File: src/rtl/rr_arbiter_16.sv
// rr_arbiter_16: sixteen-requester rotating-priority arbiter.
// The highest index wins relative to a rotating pointer. The last winner drops to
// lowest priority. A grant is held until done, until the winner withdraws its
// request, or until the hold limit forces release. All outputs are registered.

module rr_arbiter_16 #(
  parameter int unsigned MAX_HOLD = 64,
  parameter int unsigned HOLD_W   = 16
) (
  input  logic        clk,
  input  logic        rst_n,
  input  logic        en,
  input  logic [15:0] req,
  input  logic        done,
  output logic [15:0] grant,
  output logic [3:0]  gnt_id,
  output logic        gnt_valid,
  output logic        timeout
);

  typedef enum logic {StIdle, StBusy} state_e;

  state_e            state;
  logic [3:0]        ptr;
  logic [HOLD_W-1:0] hold_cnt;

  logic [3:0] win_id;
  logic       win_found;
  logic [3:0] idx;
  logic       early_rel;
  logic       hold_limit;

  // Scan the request vector from ptr downward, wrapping at 0, and take the first hit.
  always_comb begin
    win_id    = 4'd0;
    win_found = 1'b0;
    idx       = 4'd0;
    for (int i = 0; i < 16; i++) begin
      idx = ptr - 4'(i);
      if (!win_found && req[idx]) begin
        win_found = 1'b1;
        win_id    = idx;
      end
    end
  end

  // Release conditions. done or a withdrawn request suppresses the timeout flag.
  always_comb begin
    early_rel  = done || !req[gnt_id];
    hold_limit = (hold_cnt == HOLD_W'(MAX_HOLD - 1));
  end

  // FSM with registered grant outputs and the rotating pointer.
  always_ff @(posedge clk or negedge rst_n) begin
    if (!rst_n) begin
      state     <= StIdle;
      grant     <= '0;
      gnt_id    <= '0;
      gnt_valid <= 1'b0;
      timeout   <= 1'b0;
      hold_cnt  <= '0;
      ptr       <= 4'd15;
    end else begin
      timeout <= 1'b0;
      unique case (state)
        StIdle: begin
          if (en && win_found) begin
            state     <= StBusy;
            grant     <= 16'(1) << win_id;
            gnt_id    <= win_id;
            gnt_valid <= 1'b1;
            hold_cnt  <= '0;
          end
        end
        StBusy: begin
          if (early_rel || hold_limit) begin
            state     <= StIdle;
            grant     <= '0;
            gnt_id    <= '0;
            gnt_valid <= 1'b0;
            timeout   <= !early_rel;
            hold_cnt  <= '0;
            // Last winner becomes lowest priority.
            ptr       <= gnt_id - 4'd1;
          end else begin
            hold_cnt <= hold_cnt + HOLD_W'(1);
          end
        end
        default: state <= StIdle;
      endcase
    end
  end

endmodule

File: config.mk
export PLATFORM = sky130hd
export DESIGN_NAME = rr_arbiter_16
export DESIGN_NICKNAME = d
export VERILOG_FILES = /design/src/rtl/rr_arbiter_16.sv
export SDC_FILE = /design/constraint.sdc
export NUM_CORES = 1
export LEC_CHECK = 0
export ABC_AREA = 1
export BUFFER_PORTS_ARGS = -buffer_cell sky130_fd_sc_hd__clkbuf_2
export CORE_AREA = 2 2 97 99
export CTS_CLUSTER_SIZE = 14
export DETAILED_ROUTE_END_ITERATION = 10
export DIE_AREA = 0 0 99 101
export PLACE_DENSITY = 0.65
export SLEW_MARGIN = 10
export SYNTH_ARGS = -nofsm -noshare
export SYNTH_HDL_FRONTEND = slang
export SYNTH_SLANG_ARGS = --single-unit
File: constraint.sdc
create_clock -name clk -period 4 [get_ports clk]
set_clock_uncertainty 0.15 [all_clocks]
set_input_delay 0.4 -clock clk [delete_from_list [all_inputs] [get_ports clk]]
set_output_delay 0.4 -clock clk [all_outputs]
set_load 0.02 [all_outputs]
* After elaboration in Yosys (flattened, before gate mapping)
Index checks and enable logic that the tools add are counted.
** Storage, ports and cells
- Input port bits :: 20
- Flip-flop bits (word level) :: 43
- Output and inout port bits :: 22
- Logic and storage cells :: 166
** Operators by class
- Add/subtract/negate cells :: 17
- Muxes and demuxes :: 83
- Shift-type cells :: 1
- Magnitude comparators :: 17
- Reduce and logical (&&, ||, !) cells :: 37
- Eq/ne operators :: 3
- Bitwise operators :: 1
** Operator list (number)
- 4-bit by 5-bit less-than comparator with 1-bit output, second input constant :: 17
- 4-bit 2-to-1 mux :: 18
- 1-bit binary-select mux with 4-bit select :: 17
- 16-bit 2-to-1 mux :: 4
- 16-bit case mux with 2 select lines :: 2
- 1-bit 2-to-1 mux :: 39
- 4-bit subtractor, second input constant :: 8
- 1-bit logical NOT :: 17
- 16-bit by 1-bit adder with 16-bit output, second input constant :: 1
- 16-bit by 6-bit equality test with 1-bit output, second input constant :: 1
- 1-bit logical AND :: 16
- 1-bit by 4-bit << shifter with 16-bit output, first input constant :: 1
- 4-bit by 3-bit subtractor with 4-bit output, second input constant :: 4
- 4-bit case mux with 2 select lines :: 1
- 4-bit by 1-bit subtractor with 4-bit output, second input constant :: 2
- 4-bit by 2-bit subtractor with 4-bit output, second input constant :: 2
- 1-bit case mux with 2 select lines :: 2
- 2-bit AND reduction :: 2
- 1-bit logical OR :: 2
- 2-bit by 1-bit inequality test with 1-bit output, second input constant :: 1
- 2-bit inequality test, second input constant :: 1
- 1-bit NOT :: 1

* Logic depth before layout (Yosys ltp)
Gate-level depths: netlist of run 1.
- Word-level depth :: 51
- Mapped depth :: 30
- Mapped depth without buffers :: 27

* Worst setup path before layout of run 1
Ideal clock, no wire load.
- Kind :: register to register
- Start point :: register ptr[1]
- End point :: register grant[13]
- Setup slack :: 0.400 ns
- Required time :: 3.733 ns
- Arrival time :: 3.334 ns
- Library setup time :: 0.117 ns
- Path buffers :: 2
- Period minus slack after synthesis :: 3.600 ns
- Cell stages (with the launch flop) :: 25
- Path through :: dfstp_2 > inv_1 > buf_2 > ha_1 > inv_1 > buf_2 > nand3_1 > nand3_1 > nand2_1 > nand2_1 > nand2_2 > nor2_4 > nand4_2 > nor2_2 > nand4_1 > nor2_2 > nand4_1 > nor2_2 > nand2_2 > clkinv_1 > nand2_1 > a21oi_2 > nor2_1 > nand2_1 > nand2_1
** Between the ends
- Word-level cells in the longest chain between the ends :: 51
- Elaborated cells on any way between the ends :: 115
- Classes of those cells :: 15 x add/sub; 1 x eq/ne; 1 x shift; 66 x mux; 32 x reduce/logical
** RTL lines
- start, declared :: line 24 : logic [3:0] ptr;
- start signal, assigned :: line 84 : ptr <= gnt_id - 4'd1;
- branches (longest 51 deep; another with 4-bit by 1-bit subtractor with 4-bit output)
- end signal, assigned :: line 69 : grant <= 16'(1) << win_id;
- end, declared :: line 15 : output logic [15:0] grant,
Several ways; the timed one is not identified. The select of a mux whose other input is x is not followed.
A chain may end at the register's enable or synchronous reset.

* Worst setup path in the final report of run 1
- Start point :: register ptr[0]
- End point :: register gnt_id[0]
** Between the ends
- Word-level cells in the longest chain between the ends :: 51
- Elaborated cells on any way between the ends :: 114
- Classes of those cells :: 15 x add/sub; 1 x eq/ne; 66 x mux; 32 x reduce/logical
** RTL lines
- branches (longest 51 deep; another with 4-bit by 1-bit subtractor with 4-bit output)
- end signal, assigned :: line 70 : gnt_id <= win_id;
- end, declared :: line 16 : output logic [3:0] gnt_id,
Several ways; the timed one is not identified. The select of a mux whose other input is x is not followed.

==> results.sh, run 1 <==
export IMPL_layout_net_count=755
export IMPL_maxSlewViolCount=0
export IMPL_postCtsHoldBufs=0
export IMPL_rr_worst_depth=20
export IMPL_worstSetupEndpoint="gnt_id[0]"
export IMPL_floorplan_die_width_um=99
export IMPL_holdCritPathClass="primary input to asynchronous set/reset pin"
export IMPL_ioPinCount=42
export IMPL_floorplan_die_area_mm2=0.009999
export IMPL_vias_per_cell=5.412
export IMPL_place_gp_congestion=0.9279
export IMPL_cts_max_level=2
export IMPL_port_buffers=41
export IMPL_area_growth_syn_to_layout_pct=16.28
export IMPL_number_of_synthesized_flops_with_an_enable_pin=0
export IMPL_max_cap_violations=0
export IMPL_clock_insertion_delay_worst_skew_ns=0.31
export IMPL_clk_transition_reported_paths_ns=0.09
export IMPL_detailedPlacementHpwl_mm=9.600
export IMPL_largest_net_degree_at_the_start_of_global_routing=44
export IMPL_rr_startpoint="ptr[0]"
export IMPL_holdWs_ns=0.09393
export IMPL_first_pass_iters=5
export IMPL_syn_mean_instance_area_um2=6.208
export IMPL_die_height_um=101
export IMPL_critical_path_startpoint_type="flop"
export IMPL_wl_per_cell_um=14.84
export IMPL_layout_drive_gt1_share=0.1898
export IMPL_synth_main_ff_cell="dfrtp_1"
export IMPL_timing_final_crit_share=0.9338
export IMPL_drt_drc_violations_left=0
export IMPL_vias=4535
export IMPL_r2r_end="gnt_id[0]"
export IMPL_run_status="completed"
export IMPL_cts_root_to_sink_buffers=2
export IMPL_critical_path_peak_fanout=25
export IMPL_post_synth_arst_share=1.000
export IMPL_placement_rows=35
export IMPL_worst_setup_path_startpoint="ptr[0]"
export IMPL_drtAntennaViolNets=0
export IMPL_fmax_ghz=0.2677
export IMPL_clock_root_buffer="clkbuf_8"
export IMPL_finalWorstPathRequiredPeriod_ns=3.735
export IMPL_tightestPinTransition_ns=0.9900
export IMPL_grt_pass1_vias=4258
export IMPL_placed_cell_area_mm2=0.004501
export IMPL_diodes_inserted=0
export IMPL_cts_made_buffers=5
export IMPL_critical_path_endpoint_type="flop"
export IMPL_final_number_of_setup_violating_endpoints=0
export IMPL_setup_reg_to_reg_worst_slack_ns=0.26
export IMPL_fin_area_mm2=0.004843
export IMPL_detail_route_wirelength_mm=12.44
export IMPL_synth_cells=671
export IMPL_drt_first_iter_violations=307
export IMPL_numClockSinks=43
export IMPL_syn_nets=700
export IMPL_grt_antenna_before_repair=0
export IMPL_syn_area_mm2=0.004165
export IMPL_netlist_cell_type_count=42
export IMPL_effective_utilization_at_floorplan=0.4640
export IMPL_grt_use_total=0.2541
export IMPL_synth_ff_latch_count=43
export IMPL_finalHoldViolations=0
export IMPL_timing_critical_path_required_ns=4.05
export IMPL_cts_tree="done"
export IMPL_worst_endpoint_arrival_ns=3.79
export IMPL_max_slew_margin=0.3400
export IMPL_synthesis_yosys_warnings=0
export IMPL_grt_first_pass_wirelength_mm=20.55
export IMPL_synth_seq_area_share=0.2595
export IMPL_grt_overflow_total=0
export IMPL_floorplan_core_area_mm2=0.008977
export IMPL_path_class="flop to flop"
==> kinds of logic (layout without fill, tap and decap cells) <==
group | Yosys count | after routing | synth area share
AOI/OAI and AO/OA | 53 | 53 | 0.07840
and+or+nand+nor | 451 | 451 | 0.4920
DFF | 43 | 43 | 0.2595
adders and majority gates | 9 | 9 | 0.02704
buffers and inverters | 95 | 151 | 0.09913
xor gates and xnor gates | 20 | 20 | 0.04386
==> routing by layer <==
metal / track usage / routed length [um] / part of all wire / vias up
met3: 0.03329 / 702 / 0.056 / 24
met1: 0.3295 / 5413 / 0.44 / 2091
met2: 0.4319 / 6006 / 0.48 / 137
met5: 0 / 0 / 0 / -
met4: 0.09694 / 312 / 0.025 / 0
li1: - / - / - / 2283
==> through the flow <==
step	std cells	utilization	setup TNS (ns)	setup WS, ns
after floorplan	671	-	0	0.3998
after global placement	820	0.5013	0	0.2074
after detailed placement	820	0.5013	0	0.1303
after CTS	828	0.5129	0	0.1098
after global routing	838	0.5395	-0.2429	-0.03422
final	838	0.5395	0	0.2648
==> cell usage in the layout (no fill, tap or decap), types with 3 or more instances in the layout <==
cell type	netlist	final
nand3_2	0	6
clkbuf_2	0	40
clkbuf_8	0	7
xnor2_1	4	3
xor2_2	1	3
o21a_1	3	3
dfrtp_1	39	39
nand2_4	2	4
clkinv_1	4	4
nor2_2	4	7
nand2_1	215	212
nand2_2	14	15
a21oi_1	5	5
xor2_1	15	13
inv_1	70	69
nor2_1	63	58
o21ai_0	25	25
nand3_1	113	107
o22ai_1	10	10
buf_4	0	21
nor4_1	3	3
nor3_1	11	11
nor2_4	6	8
dfstp_2	4	4
nand4_1	13	13
ha_1	9	6
==> sequential cells by signal, indices dropped and copies added (netlist names) <==
| signal | cells |
|---|---|
| gnt_valid | 1 |
| ptr | 4 |
| gnt_id | 4 |
| grant | 16 |
| timeout | 1 |
| state | 1 |
| hold_cnt | 16 |
==> critical path, stage by stage, from the launching register on <==
cell     delay [ns]
dfstp_2        0.59
buf_6          0.25
ha_2           0.27
xnor2_2        0.18
nand3_1        0.18
nand3_1        0.11
nand2_2        0.17
nand4_4        0.14
nor2_4         0.12
nand4_2        0.13
nor2_4         0.19
nand4_2        0.13
nor2_4         0.15
nand2_2        0.08
nor2_4         0.12
nand2_2        0.08
nand2_4        0.09
nor2_2         0.07
inv_6          0.11
nand2_4        0.09
o22ai_1        0.22
==> worst min path at each step <==
stage | slack [ns] | from | end
2_1_floorplan | -0.05 | rst_n | gnt_id[0]
3_3_place_gp | 0.31 | grant[0] | grant[0]
3_5_place_dp | 0.31 | grant[8] | grant[8]
4_1_cts | 0.17 | rst_n | grant[15]
5_1_grt | 0.19 | rst_n | grant[15]
6_report | 0.09 | rst_n | grant[15]
==> what timing repair did <==
item,in CTS,in global routing
endpoints found under the setup margin,0,33
resized for setup,0,35
setup buffers,0,10
endpoints found under the hold margin,0,0
==> final cells by class <==
cell class / count / area (um^2)
sequential: 43 / 1081
clock inverter: 1 / 7.507
clock buffer: 7 / 96.34
fill: 898 / 4134
multi-input combinational: 533 / 2808
inverter: 79 / 317.8
tap: 111 / 138.9
timing repair buffer: 64 / 394.1
==> synth_stat cells, types with 2 or more instances <==
library cell  count  area (um^2)
clkbuf_1          4        15.01
xnor2_1           4        35.03
o21a_1            3        22.52
nand2_1         215        807.0
ha_1              9        112.6
xor2_1           15        131.4
inv_4             2        12.51
dfrtp_1          39        975.9
nand4_2           3        37.54
nor4_1            3        18.77
clkinv_1          4        15.01
o21ai_0          25        125.1
nor2_2            4        25.02
nor3_1           11        55.05
nand2_2          14        87.58
nor2_1           63        236.5
nor2_4            6        67.56
buf_2             7        35.03
nand3_1         113        565.5
o32ai_1           2        17.52
buf_6             5        56.30
dfstp_2           4        105.1
nand2_4           2        22.52
o22ai_1          10        62.56
nand4_1          13        81.33
a21oi_1           5        25.02
inv_2             2        7.510
inv_1            70        262.8
Power of run 1 is left out: the tool's default activity adds up to more than one toggle a clock period on the data nets, which glitch-free logic cannot reach.
==> run 2: changes to the inputs <==
==> constraint.sdc (replaced) <==
create_clock -name clk -period 4 [get_ports clk]
set_clock_uncertainty 0.15 [all_clocks]
set_input_delay 0.2 -clock clk [delete_from_list [all_inputs] [get_ports clk]]
set_output_delay 0.2 -clock clk [all_outputs]
set_load 0.02 [all_outputs]
==> run 2 against run 1 <==
Design area increased by 0.41%. Maximum frequency is 0.45% higher. Flip-flop and latch count did not move. Final cell count up 0.24%. Count of clock-buffer cells in the layout unchanged. Sequential share of layout area decreased by 0.092 points. Critical path depth increased by 3. Core utilization up 0.22 points. Die area stayed put. Largest cell class unchanged.
==> results.sh, run 2 (synthesis results as in run 1) <==
export IMPL_place_gp_congestion=0.9279
export IMPL_drt_drc_violations_left=0
export IMPL_maxSlewViolCount=0
export IMPL_setup_reg_to_reg_worst_slack_ns=0.28
export IMPL_global_route_peak_usage_layer="met2"
export IMPL_post_route_worst_setup_slack_ns=0.2817
export IMPL_cts_made_buffers=5
export IMPL_clock_root_buffer="clkbuf_8"
export IMPL_reg_top3="grant x16, hold_cnt x16"
export IMPL_ioPinCount=42
export IMPL_fmax_ghz=0.2689
export IMPL_cts_root_to_sink_buffers=2
export IMPL_run_status="completed"
export IMPL_floorplan_die_area_mm2=0.009999
export IMPL_max_cap_violations=0
export IMPL_drt_first_iter_violations=268
export IMPL_path_class="flop to flop"
export IMPL_critical_path_endpoint_type="flop"
export IMPL_largest_net_degree_at_the_start_of_global_routing=44
export IMPL_most_common_cell_after_layout_fill_and_taps_aside="nand2_1"
export IMPL_rr_startpoint="ptr[0]"
export IMPL_fin_area_mm2=0.004863
export IMPL_floorplan_die_width_um=99
export IMPL_first_pass_iters=5
export IMPL_most_common_layout_cells="nand2_1, nand3_1, inv_1"
export IMPL_r2r_end="grant[0]"
export IMPL_met2_usage=0.4314
export IMPL_placement_rows=35
export IMPL_diodes_inserted=0
export IMPL_finalWorstPathRequiredPeriod_ns=3.718
export IMPL_clk_transition_reported_paths_ns=0.09
export IMPL_drtAntennaViolNets=0
export IMPL_layout_net_count=757
export IMPL_detail_route_wirelength_mm=12.45
export IMPL_timing_final_crit_share=0.9296
export IMPL_wl_per_cell_um=14.82
export IMPL_cts_max_level=2
export IMPL_clock_insertion_delay_worst_skew_ns=0.31
export IMPL_numClockSinks=43
export IMPL_placed_cell_area_mm2=0.004501
export IMPL_vias=4534
export IMPL_max_slew_margin=0.3499
export IMPL_floorplan_core_area_mm2=0.008977
export IMPL_die_height_um=101
export IMPL_finalHoldViolations=0
export IMPL_grt_overflow_total=0
export IMPL_grt_pass1_vias=4262
export IMPL_grt_use_total=0.2543
export IMPL_effective_utilization_at_floorplan=0.4640
export IMPL_port_buffers=41
export IMPL_worstSetupEndpoint="grant[0]"
export IMPL_cts_tree="done"
export IMPL_grt_first_pass_wirelength_mm=20.56
export IMPL_grt_met3_use=0.03329
export IMPL_rr_worst_depth=23
export IMPL_holdCritPathClass="primary input to flop"
export IMPL_worst_setup_path_startpoint="ptr[0]"
export IMPL_critical_path_startpoint_type="flop"
export IMPL_timing_hold_worst_path_depth=4
export IMPL_nFillCells=896
export IMPL_holdWs_ns=0.08369
export IMPL_detailedPlacementHpwl_mm=9.600
export IMPL_worst_endpoint_arrival_ns=3.82
export IMPL_grt_antenna_before_repair=0
export IMPL_critical_path_peak_fanout=18
export IMPL_final_number_of_setup_violating_endpoints=0
export IMPL_vias_per_cell=5.398
export IMPL_place_worst_setup_slack_ns=0.1303
export IMPL_use_met1=0.3303
export IMPL_layout_drive_gt1_share=0.1893
export IMPL_tightestPinTransition_ns=0.9751
export IMPL_timing_critical_path_required_ns=4.10
export IMPL_area_growth_syn_to_layout_pct=16.76
## run 2: cell types whose count changed in the layout (fill, tap and decap cells not counted)
cell and change:
dlygate4sd3_1 +2
## run 2: worst min path at each step
stage / startpoint / to / slack (ns)
detailed placement: rst_n / grant[15] / 0.31
floorplan: rst_n / gnt_id[0] / -0.25
finish: en / hold_cnt[10] / 0.08
global placement: rst_n / grant[6] / 0.30
CTS: en / hold_cnt[10] / 0.07
global route: en / hold_cnt[9] / 0.10
## run 2: worst max-delay path, stage by stage, from the launching register on
cell and delay (ns):
dfstp_2 0.58, inv_6 0.09, ha_4 0.27, clkinvlp_4 0.13, buf_4 0.13, nand3_1 0.11, nand3_1 0.16, nand3_1 0.11
nand2_2 0.17, nand4_4 0.15, nor2_4 0.14, nand4_1 0.19, buf_4 0.19, nor2_1 0.18, nand2_1 0.09, nand2_1 0.07
nand3_1 0.07, nand2_1 0.07, nand2_1 0.06, nand2_2 0.10, nand2_2 0.08, nor2_4 0.22, nand2_1 0.09, nand2_1 0.07
## run 2: what timing repair did
action	CTS	global route
endpoints found under the hold margin	40	0
endpoints found under the setup margin	0	33
setup buffers	0	10
gates resized for setup	0	35
hold buffers	2	0
## run 2: layout make-up
type / instances / area [um^2] / share of cell area
Multi-Input combinational cell: 533 / 2808 / 0.5773
Tap cell: 111 / 138.9 / 0.02856
Clock buffer: 7 / 96.34 / 0.01981
Inverter: 79 / 317.8 / 0.06535
Sequential cell: 43 / 1081 / 0.2223
Timing Repair Buffer: 66 / 414.1 / 0.08516
Clock inverter: 1 / 7.507 / 0.001544
## run 2: per-layer routing
metal  part of all wire  wire [um]  up-vias
li1                   -          -     2289
met1               0.44       5433     2084
met2               0.48       5973      134
met3              0.056        703       27
met4              0.027        337        0
met5                  0          0        -
## run 2: stage by stage
| stage | utilization | instances | setup TNS, ns |
|---|---|---|---|
| after floorplan | - | 671 | 0 |
| after global placement | 0.5013 | 820 | 0 |
| after detailed placement | 0.5013 | 820 | 0 |
| after CTS | 0.5151 | 830 | 0 |
| after global routing | 0.5417 | 840 | -0.2429 |
| final | 0.5417 | 840 | 0 |
Power of run 2 is left out for the same reason.
==> run 3: changes to the inputs <==
Clock period 4 ns to 4.15 ns, I/O delays scaled along.
==> run 3 against run 2 <==
Count of clock-buffer cells in the layout unchanged. Largest cell class unchanged. Global-route usage decreased by 0.83 points. First-iteration DRC count fell by 19%. Sequential share of layout area increased by 1.1 points. Core utilization shrank 2.6 points. Worst setup slack improved by 0.012 ns.
==> results.sh, run 3 (synthesis results as in run 1) <==
export IMPL_grt_first_pass_wirelength_mm=19.98
export IMPL_first_pass_iters=4
export IMPL_met2_wirelength_mm=5.907
export IMPL_largest_net_degree_at_the_start_of_global_routing=44
export IMPL_clk_transition_reported_paths_ns=0.08
export IMPL_cts_max_level=2
export IMPL_most_common_cell_after_layout_fill_and_taps_aside="nand2_1"
export IMPL_crit_path_cell_trace="buf_4 > ha_1 > xor2_2 > nand3_1 > nand3_1 > nand2_2 > nand4_2 > buf_4 > nor3_2 > nand2_1 > clkinv_1 > nor3_1 > nand2_1 > nor2_1 > nand3_1 > nand2_1 > nand3_1 > nor2_1 > nand2_1 > nand2_1"
export IMPL_reg_top3="grant x16, hold_cnt x16"
export IMPL_maxSlewViolCount=0
export IMPL_wl_per_cell_um=14.44
export IMPL_cts_tree="done"
export IMPL_grt_use_total=0.2460
export IMPL_diodes_inserted=0
export IMPL_cts_root_to_sink_buffers=2
export IMPL_clock_root_buffer="clkbuf_8"
export IMPL_holdCritPathClass="primary input to flop"
export IMPL_worst_endpoint_arrival_ns=3.95
export IMPL_worst_path_largest_cell_delay_ns=0.56
export IMPL_grt_pass1_vias=4290
export IMPL_effective_utilization_at_floorplan=0.4640
export IMPL_clock_insertion_delay_worst_skew_ns=0.30
export IMPL_multi_input_comb_area_mm2=0.002699
export IMPL_layout_net_count=744
export IMPL_slowest_stage="dfstp_2"
export IMPL_timing_final_crit_share=0.9292
export IMPL_drt_drc_violations_left=0
export IMPL_cts_repair_timing_setup_buffer_count=0
export IMPL_numClockSinks=43
export IMPL_path_class="flop to flop"
export IMPL_run_status="completed"
export IMPL_critical_path_endpoint_type="flop"
export IMPL_detailedPlacementHpwl_mm=9.529
export IMPL_finalWorstPathRequiredPeriod_ns=3.856
export IMPL_route_layer_met1_wl_mm=5.276
export IMPL_port_buffers=41
export IMPL_die_height_um=101
export IMPL_layout_drive_gt1_share=0.1480
export IMPL_floorplan_die_width_um=99
export IMPL_ioPinCount=42
export IMPL_most_common_layout_cells="nand2_1, nand3_1, inv_1"
export IMPL_vias=4393
export IMPL_grt_antenna_before_repair=0
export IMPL_drtAntennaViolNets=0
export IMPL_critPathMostFrequentCell="nand2_1"
export IMPL_floorplan_core_area_mm2=0.008977
export IMPL_final_number_of_setup_violating_endpoints=0
export IMPL_worst_path_dominant_cell_family="simple AND/OR/NAND/NOR gates"
export IMPL_finalHoldViolations=0
export IMPL_cp_num_buf_inv=3
export IMPL_cts_made_buffers=5
export IMPL_fmax_ghz=0.2593
export IMPL_routed_top_layer="met4"
export IMPL_final_seq_area_mm2=0.001081
export IMPL_max_cap_violations=0
export IMPL_timing_critical_path_required_ns=4.24
export IMPL_nFillCells=941
export IMPL_tightestPinTransition_ns=1.049
export IMPL_routed_wl_met3_um=440
export IMPL_critical_path_peak_fanout=25
export IMPL_max_slew_margin=0.3008
export IMPL_grt_overflow_total=0
export IMPL_holdWs_ns=0.02156
export IMPL_place_gp_congestion=0.9431
export IMPL_detail_route_wirelength_mm=11.94
export IMPL_critical_path_startpoint_type="flop"
export IMPL_area_growth_syn_to_layout_pct=11.14
export IMPL_placement_rows=35
export IMPL_vias_per_cell=5.312
export IMPL_drt_first_iter_violations=218
export IMPL_floorplan_die_area_mm2=0.009999
run 3: final timing paths:
| check | start | to | slack (ns) | cells past startpoint |
|---|---|---|---|---|
| worst min register to register | grant[8] | grant[8] | 0.34 | 2 |
| worst max-delay path | ptr[0] | grant[12] | 0.29 | 20 |
| worst min-delay path | done | timeout | 0.02 | 4 |
| max in group asynchronous | rst_n | hold_cnt[9] | 2.73 | 2 |
| worst max register to register | ptr[0] | grant[12] | 0.29 | 20 |
| min in group asynchronous | rst_n | grant[11] | 0.45 | 2 |
run 3: worst reg2reg max path: cells and delay by family, from the launching register on:
family,cells,cell delay (ns)
flops,1,0.56
xor+xnor,1,0.31
buf+inv,3,0.50
fa+ha+maj,1,0.32
simple gates,15,1.95
run 3: cell type report:
type,instances,share of cell area
clock buffer,7,0.01649
multi-input combinational,533,0.5830
tap,111,0.03000
sequential,43,0.2335
clock inverter,1,0.006486
timing repair buffer,53,0.06432
inverter,79,0.06622
run 3: what timing repair did:
action / CTS / global route
resized for setup: 0 / 5
setup endpoints to repair: 0 / 30
endpoints found under the hold margin: 39 / 0
hold buffers: 1 / 0
run 3: through the flow:
step,util,setup TNS (ns),std cells,cell area [um^2],setup slack [ns]
2_1_floorplan,-,0,671,4165,0.5498
3_3_place_gp,0.4997,0,818,4486,0.1467
3_5_place_dp,0.4997,0,818,4486,0.1797
4_1_cts,0.5126,0,827,4602,0.1637
5_1_grt,0.5157,-0.01160,827,4629,-0.007075
6_report,0.5157,0,827,4629,0.2940
run 3: layer usage:
| layer | vias to the layer above | track usage |
|---|---|---|
| met3 | 21 | 0.02150 |
| met4 | 0 | 0.09905 |
| li1 | 2270 | - |
| met1 | 2018 | 0.3029 |
| met2 | 84 | 0.4428 |
| met5 | - | 0 |
Power of run 3 is left out for the same reason.
